===== src/rtl/nandgame_pkg.sv =====
// nandgame_pkg
// Shared definitions for the nandgame core: instruction field bit positions,
// indices into the 3-bit destination enable vector, and the ALU operation
// encoding formed by concatenating the u and op instruction fields.
package nandgame_pkg;

  // Instruction field bit positions
  localparam int CI      = 15;  // 0 = immediate load into A, 1 = ALU instruction
  localparam int SM      = 12;  // Y source: 0 = A, 1 = *A
  localparam int U       = 10;  // 0 = logic unit, 1 = arithmetic unit
  localparam int OP_HI   = 9;
  localparam int OP_LO   = 8;
  localparam int ZX      = 7;   // zero X (applied after the swap)
  localparam int SW      = 6;   // swap X and Y
  localparam int DEST_HI = 5;   // destination field, ordered {A, D, *A}
  localparam int DEST_LO = 3;
  localparam int JMP_LT  = 2;
  localparam int JMP_EQ  = 1;
  localparam int JMP_GT  = 0;

  // Bit indices of the destination enable vector
  localparam int W_MEM = 0;
  localparam int W_D   = 1;
  localparam int W_A   = 2;

  // {u, op} selects one of eight ALU functions
  typedef enum logic [2:0] {
    OP_AND = 3'b000,
    OP_OR  = 3'b001,
    OP_XOR = 3'b010,
    OP_NOT = 3'b011,
    OP_ADD = 3'b100,
    OP_INC = 3'b101,
    OP_SUB = 3'b110,
    OP_DEC = 3'b111
  } alu_op_t;

endpackage


===== src/rtl/control_unit_alu.sv =====
// alu
// Purely combinational nandgame ALU. The operands are optionally swapped,
// then the (new) X operand is optionally zeroed, then one of four logic or
// four arithmetic functions is applied. Arithmetic wraps modulo 2^16.
//
// Ports:
//   op_x   in  16  X operand (D in the core)
//   op_y   in  16  Y operand (A or *A in the core)
//   u      in  1   0 = logic unit, 1 = arithmetic unit
//   op     in  2   function select within the unit
//   zx     in  1   zero X after the swap
//   sw     in  1   swap X and Y
//   result out 16  function result
module alu
  import nandgame_pkg::*;
(
  input  logic [15:0] op_x,
  input  logic [15:0] op_y,
  input  logic        u,
  input  logic [1:0]  op,
  input  logic        zx,
  input  logic        sw,
  output logic [15:0] result
);

  logic [15:0] x_eff;
  logic [15:0] y_eff;
  alu_op_t     sel;

  always_comb begin
    x_eff  = sw ? op_y : op_x;
    y_eff  = sw ? op_x : op_y;
    sel    = alu_op_t'({u, op});
    result = '0;
    // Zeroing applies to the post-swap X, so zx with sw zeroes the original Y.
    if (zx) begin
      x_eff = '0;
    end
    case (sel)
      OP_AND:  result = x_eff & y_eff;
      OP_OR:   result = x_eff | y_eff;
      OP_XOR:  result = x_eff ^ y_eff;
      OP_NOT:  result = ~x_eff;
      OP_ADD:  result = x_eff + y_eff;
      OP_INC:  result = x_eff + 16'd1;
      OP_SUB:  result = x_eff - y_eff;
      OP_DEC:  result = x_eff - 16'd1;
      default: result = '0;
    endcase
  end

endmodule


===== src/rtl/control_unit.sv =====
// control_unit
// Pipelined fetch/decode/execute sequencer for the nandgame core. Fetches one
// instruction per cycle from a synchronous ROM, computes the ALU result from
// D, A and *A, drives the value and destination enables to the memory block,
// and resolves jumps. A taken jump inserts one bubble. Reading *A right after
// a write to A or *A inserts one stall, because the memory block's *A output
// needs one extra edge to reflect the new address/contents.
//
// Ports:
//   clk        in  1         rising-edge clock
//   rst        in  1         asynchronous active-high reset
//   instr_addr out PC_WIDTH  ROM address (data returns one cycle later)
//   instr_data in  16        instruction word from the ROM
//   a_reg      in  16        current A
//   d_reg      in  16        current D
//   a_mem_reg  in  16        current *A
//   x          out 16        ALU result or immediate, committed by memory
//   write      out 3         destination enables {A, D, *A}
//   stall      out 1         high during a hazard-stall cycle
//   retired    out 1         pulses once per executed instruction
module control_unit
  import nandgame_pkg::*;
#(
  parameter int PC_WIDTH = 16
) (
  input  logic                clk,
  input  logic                rst,
  output logic [PC_WIDTH-1:0] instr_addr,
  input  logic [15:0]         instr_data,
  input  logic [15:0]         a_reg,
  input  logic [15:0]         d_reg,
  input  logic [15:0]         a_mem_reg,
  output logic [15:0]         x,
  output logic [2:0]          write,
  output logic                stall,
  output logic                retired
);

  logic [PC_WIDTH-1:0] fetch_pc;
  logic                ex_valid;
  logic                prev_am;

  logic                is_alu;
  logic [15:0]         y_sel;
  logic [15:0]         alu_result;
  logic [2:0]          dest;
  logic                negative;
  logic                zero;
  logic                jump;
  logic                hazard;
  logic                unused_bits;

  assign is_alu      = instr_data[CI];
  assign y_sel       = instr_data[SM] ? a_mem_reg : a_reg;
  assign unused_bits = ^{instr_data[14:13], instr_data[11]};

  alu u_alu (
    .op_x   (d_reg),
    .op_y   (y_sel),
    .u      (instr_data[U]),
    .op     (instr_data[OP_HI:OP_LO]),
    .zx     (instr_data[ZX]),
    .sw     (instr_data[SW]),
    .result (alu_result)
  );

  // Decode, jump condition and hazard detection. Everything here is gated by
  // ex_valid, so an asynchronous reset drops write/retired/stall at once.
  always_comb begin
    x        = is_alu ? alu_result : instr_data;
    dest     = is_alu ? instr_data[DEST_HI:DEST_LO] : 3'b100;
    negative = x[15];
    zero     = (x == 16'd0);
    jump     = is_alu & ((instr_data[JMP_LT] & negative) |
                         (instr_data[JMP_EQ] & zero) |
                         (instr_data[JMP_GT] & ~negative & ~zero));
    hazard   = ex_valid & is_alu & instr_data[SM] & prev_am;
    stall    = hazard;
    retired  = ex_valid & ~hazard;
    write    = retired ? dest : 3'b000;
    // fetch_pc always points one past the word currently in instr_data. While
    // stalled, the ROM is re-addressed with the current word's own address so
    // that the same instruction comes back next cycle; fetch_pc itself holds.
    instr_addr = hazard ? (fetch_pc - PC_WIDTH'(1)) : fetch_pc;
  end

  // Fetch pointer and pipeline bookkeeping.
  always_ff @(posedge clk or posedge rst) begin
    if (rst) begin
      fetch_pc <= '0;
      ex_valid <= 1'b0;
      prev_am  <= 1'b0;
    end else if (!ex_valid) begin
      fetch_pc <= fetch_pc + PC_WIDTH'(1);
      ex_valid <= 1'b1;
      prev_am  <= 1'b0;
    end else if (hazard) begin
      prev_am  <= 1'b0;
    end else begin
      prev_am <= dest[W_A] | dest[W_MEM];
      if (jump) begin
        // Target is the A value before this instruction's own write lands;
        // the word already in flight from the ROM is discarded.
        fetch_pc <= a_reg[PC_WIDTH-1:0];
        ex_valid <= 1'b0;
      end else begin
        fetch_pc <= fetch_pc + PC_WIDTH'(1);
      end
    end
  end

endmodule

===== config.mk =====
export PLATFORM = sky130hd
export DESIGN_NAME = control_unit
export DESIGN_NICKNAME = d
export VERILOG_FILES = /design/src/rtl/nandgame_pkg.sv /design/src/rtl/control_unit_alu.sv /design/src/rtl/control_unit.sv
export SDC_FILE = /design/constraint.sdc
export NUM_CORES = 1
export LEC_CHECK = 0
export CORE_ASPECT_RATIO = 0.6
export CORE_MARGIN = 10
export CORE_UTILIZATION = 58
export CTS_BUF_LIST = sky130_fd_sc_hd__clkbuf_2
export CTS_CLUSTER_SIZE = 14
export DETAILED_ROUTE_END_ITERATION = 8
export PLACE_DENSITY = 0.94
export SYNTH_ARGS = -nofsm -noshare
export SYNTH_HDL_FRONTEND = slang
export SYNTH_SLANG_ARGS = --single-unit

===== constraint.sdc =====
create_clock -name clk -period 12.92 [get_ports clk]
set_input_delay 1.292 -clock clk [delete_from_list [all_inputs] [get_ports clk]]
set_output_delay 1.292 -clock clk [all_outputs]
set_load 0.02 [all_outputs]

**Word level (Yosys, flattened, before mapping)**

Cells that the tools add are included.

- Add/sub/neg operators: 6
- Bitwise logic cells: 19
- Equality and inequality tests: 8
- Multiplexer cells: 17
- Reductions and logical operators: 2

Operators with widths:

| cell | count |
|---|---|
| 16-bit two-way mux | 9 |
| 16-bit one-hot mux with 8 select lines | 1 |
| 16-bit by 1-bit adder with 16-bit output, second input constant | 2 |
| 16-bit by 1-bit subtractor with 16-bit output, second input constant | 2 |
| 16-bit adder | 1 |
| 16-bit bitwise AND | 1 |
| 16-bit logical NOT | 1 |
| 16-bit NOT | 1 |
| 16-bit bitwise OR | 1 |
| 16-bit subtractor | 1 |
| 16-bit bitwise XOR | 1 |
| 3-bit equality test, second input constant | 4 |
| 1-bit bitwise AND | 9 |
| 3-bit by 2-bit equality test with 1-bit output, second input constant | 2 |
| 3-bit two-way mux | 2 |
| 1-bit two-way mux | 5 |
| 3-bit by 1-bit equality test with 1-bit output, second input constant | 1 |
| 3-bit logical NOT | 1 |
| 1-bit NOT | 3 |
| 1-bit bitwise OR | 3 |
| 2-bit inequality test, second input constant | 1 |

- Logic and storage cells: 55
- Output and inout port bits: 37
- Register bits: 18
- Input bits: 66

**Logic depth before layout (Yosys ltp)**

- Depth after elaboration: 14
- Mapped depth: 26
- Gate-level depth less buffers: 22

**Modules after synthesis**

A second synthesis with hierarchy kept.

- Cells, all modules: 658
- Area total of the unflattened synthesis: 5011.1 um2

Modules (own cells, without submodules):

| module | cells an instance | area an instance (um2) | instances | sequential area each (um2) |
|---|---|---|---|---|
| alu | 424 | 2984.1 | 1 | 0.0 |
| control_unit | 234 | 2026.9 | 1 | 450.4 |

**Worst setup path after synthesis**

Ideal clock, no wire load.

- Path type: input-to-output
- Start point: input instr_data[6]
- End point: output x[15]
- Stages: 21
- Setup slack: 5.897 ns
- Data required time: 11.628 ns
- Data arrival time: 5.731 ns
- Buffers on the path: 2
- Cell sequence: buf_2 inv_2 clkbuf_1 mux2i_1 ha_1 nand3_1 nor2_1 and4_1 and3_1 nand2b_1 a21oi_1 or3_1 ha_1 a21oi_1 o21ai_0 nor3_1 o21ai_0 a31o_2 a21oi_1 xnor2_1 a21oi_1

- Word-level cells in the longest chain between the ends: 5
- Elaborated cells on any way between the ends: 13
- Those cells by class: add/sub: 4; mux: 5; bitwise: 4

RTL lines:

| element | line | RTL |
|---|---|---|
| from (decl) | control_unit.sv:29 | `input logic [15:0] instr_data,` |
| 16-bit two-way mux | control_unit_alu.sv:31 | `x_eff = sw ? op_y : op_x;` |
| 16-bit two-way mux | control_unit_alu.sv:36 | `if (zx) begin` |
| 16-bit by 1-bit subtractor with 16-bit output, or another cell as far along | control_unit_alu.sv:47 | `OP_DEC: result = x_eff - 16'd1;` |
| 16-bit one-hot mux with 8 select lines (*) | control_unit_alu.sv:39 | `case (sel)` |
| 16-bit two-way mux (*) | control_unit.sv:70 | `x = is_alu ? alu_result : instr_data;` |
| to (decl) | control_unit.sv:33 | `output logic [15:0] x,` |

Every way passes the cells marked *; elsewhere a longest branch is shown, timed or not.

**Worst setup path after layout**

Ends and elaborated chain as after synthesis.

==> results by group <==
Floorplanning
  • Die Wd: 138.1 um
  • Standard-cell rows: 25
  • Die ar.: 12540 um2
  • CORE AREA: 8008 um2
  • Die height: 90.83 um
  • Ports: 103
  • Initial core utilization: 60.56%

Power and ir drop
  • Sequential fraction of design power: 22.7%
  • Switching share of power: 51.53%
  • Power Internal: 0.2755 mW
  • Comb power frac: 72.7%
  • Clock power frac: 4.5%
  • Total Power: 0.5684 mW
  • Switch Pwr: 0.2929 mW
  • Worst VDD drop: 0.07922 mV
  • Pwr dens: 97.20 nW/um2
  • Leak: 2.533 nW

Clock network
  • CTS buffer count: 3
  • CTS Sinks: 18
  • Clock transition at the registers of the reported paths: 190 ps
  • CTS tree: built
  • Post-CTS Resized: 0
  • Post-CTS Setup Repair Bufs: 0
  • CTS hold repair buffers: 0
  • H-tree Lvls: 1
  • Root Buffer: clkbuf_2
  • Clk_lat worst skew: 330 ps
  • Clock buffer depth: 2

Timing
  • Slew @ Worst Pin: 1042 ps
  • Final Critical Period: 9045 ps
  • Final setup fails: 0
  • Skew final: 13.53 ps
  • Max_slew headroom: 30.31%
  • Post-route setup TNS: 0 ps
  • Final worst-path cycle share: 70.01%
  • Achievable Freq: 110.6 MHz
  • Unrepaired setup endpoints after global routing: no
  • Final Hold Viols: 0
  • Final WS setup: 3875 ps
  • Max-slew violation count: 0
  • Worst hold slack: 674.5 ps

Logic synthesis
  • Synth Area in Adders: 13.31%
  • Synth async-reset ratio: 100.0%
  • FF+latch count, synth: 18
  • Largest family of logic cells by synthesized area: simple AND/OR/NAND/NOR gates
  • Compound-Gate Fraction of Synth Area: 26.11%
  • Number of flops mapped to enable cells by yosys: 0
  • Mux cell area share after synthesis: 9.288%
  • Synth warn: 0
  • Post-Synth XOR/XNOR Area: 6.502%
  • Synth Area in Simple Gates: 26.73%
  • Sequential share of the synthesized area: 9.288%
  • Yosys cell types: 71
  • Syn Nets: 803
  • Cells after Synth: 686
  • Cell area after synthesis: 4850 um2
  • Top_reg_cell synth: dfrtp_1
  • Syn Area/Cell: 7.069 um2

Setup path
  • Crit path DAT: 7750 ps
  • Worst path required time: 11630 ps
  • Critical path type: in2out
  • RR Endpoint: fetch_pc[8]
  • Critical Path Sink Type: output port
  • Reg2reg start: ex_valid
  • R2R setup slack: 10290 ps
  • Worst r2r path cells: 7
  • Setup crit start kind: input pin
  • CP max FO: 26

Drt
  • Post-DR vias/cell: 6.717
  • Drt drc: 0
  • DR pass1 iterations: 6
  • Routed WL per cell: 20.19 um
  • DRT Wirelength: 17350 um
  • Post-route ant nets: 0
  • Via count: 5770
  • DRT iter0 DRCs: 942

Worst hold path
  • Hold_sp: fetch_pc[14]
  • Hold Path Cell Cnt: 2
  • Type of the worst min-delay path: reg2reg
  • Min-Delay Endpoint: fetch_pc[14]

GRT
  • Total GRT Usage: 25.95%
  • Largest net degree at the start of global routing: 42
  • Vias in the first global route: 5533
  • Initial antenna violation count: 0
  • Congestion Overflow GR: 0
  • First-pass GRT wire length: 28280 um

Place
  • DP Cell Count: 856
  • Post-DP Area: 5833 um2
  • Routability cong.: 0.9970
  • Worst slack, placed: 4000 ps
  • DP Wirelength: 13700 um
  • PortBufs: 102

Cells and area
  • Area grow syn2layout: 20.59%
  • ANT cells: 0
  • Final Non-Filler Cells: 859
  • Fin nets: 870
  • Final Core Density: 73.03%
  • Cell area after layout: 5848 um2
  • Share of layout cells above drive strength 1: 6.258%

Run status
  • Status: complete, no violations

Run
  • Max cap viols: 0
-- power groups by stage --
stage	registers [mW]	clock network, mW	logic, mW
2_1_floorplan	0.0927	0	0.299
3_3_place_gp	0.124	0	0.391
3_5_place_dp	0.128	0	0.406
4_1_cts	0.127	0.0248	0.408
5_1_grt	0.134	0.0274	0.448
6_report	0.129	0.0258	0.413
-- cells by family after synthesis --
group / after synthesis
xor+xnor: 36
fa+ha+maj: 51
simple gates: 264
mux: 42
compound gates: 175
buf+inv: 100
flops: 18
-- cell type report --
class | count | area [um2]
sequential | 18 | 450.4
multi-input combinational | 568 | 3979
clock buffer | 3 | 15.01
inverter | 54 | 202.7
timing repair buffer | 108 | 1066
tap | 108 | 135.1
fill | 666 | 2160
-- routing by layer --
metal	vias up	global-route usage, %	routed length, um
met2	436	40.27	7403
met1	2660	34.30	7402
met4	0	7.255	496
met3	65	6.880	2044
li1	2609	-	-
met5	-	0	0
-- flip-flops by register name, summed over array words and instances, names as in the netlist --
name	flops
prev_am	1
ex_valid	1
fetch_pc	16
-- cell usage after synthesis, drive strengths merged (11+ instances only) --
cell type	number	area share [%]
inv	53	4.1
nand2	66	5.1
dfrtp	18	9.3
nor2	59	4.6
mux2	14	3.3
mux2i	27	5.6
nand3	16	1.7
nor2b	11	1.4
a21oi	27	2.8
nand2b	11	1.4
buf	19	2.5
o211ai	17	3.7
xnor2	26	4.7
o22ai	22	2.8
clkbuf	27	2.1
or2	14	1.8
nor3	33	3.4
ha	50	13
o21ai	40	4.2
-- how the worst max path moves through the flow --
stage | start | endpoint | depth (start not counted)
4_1_cts | instr_data[6] | x[15] | 21
5_1_grt | instr_data[6] | x[15] | 21
6_report | instr_data[6] | x[15] | 21
3_3_place_gp | instr_data[6] | fetch_pc[0] | 21
3_5_place_dp | instr_data[6] | fetch_pc[0] | 21
2_1_floorplan | instr_data[6] | x[15] | 21
-- critical path: stages --
cell and delay, ps:
clkdlybuf4s50_1 1160, inv_2 510, mux2i_1 530, ha_1 310, nand3_1 160, nor2_1 240
and4_1 320, and3_1 250, nand2b_1 130, a21oi_1 60, or3_1 360, ha_1 360
a21oi_1 180, o21ai_0 130, nor3_1 130, o21ai_0 150, a31o_2 280, a21oi_1 160
xnor2_1 100, a21oi_1 260, clkdlybuf4s50_1 680
-- cell usage in the layout, fill, tap and decap left out, types with 12 or more instances in the layout --
cell type / Yosys / layout
o22ai_1: 22 / 22
nand3_1: 16 / 16
mux2i_1: 27 / 27
o21ai_0: 39 / 39
nand2_1: 66 / 66
dfrtp_1: 18 / 18
inv_1: 52 / 52
xnor2_1: 26 / 26
ha_1: 50 / 50
clkdlybuf4s50_1: 0 / 102
or2_2: 12 / 12
a21oi_1: 27 / 27
nor3_1: 33 / 33
nor2_1: 59 / 59
Note: power is estimated with default switching activity, not from simulation.
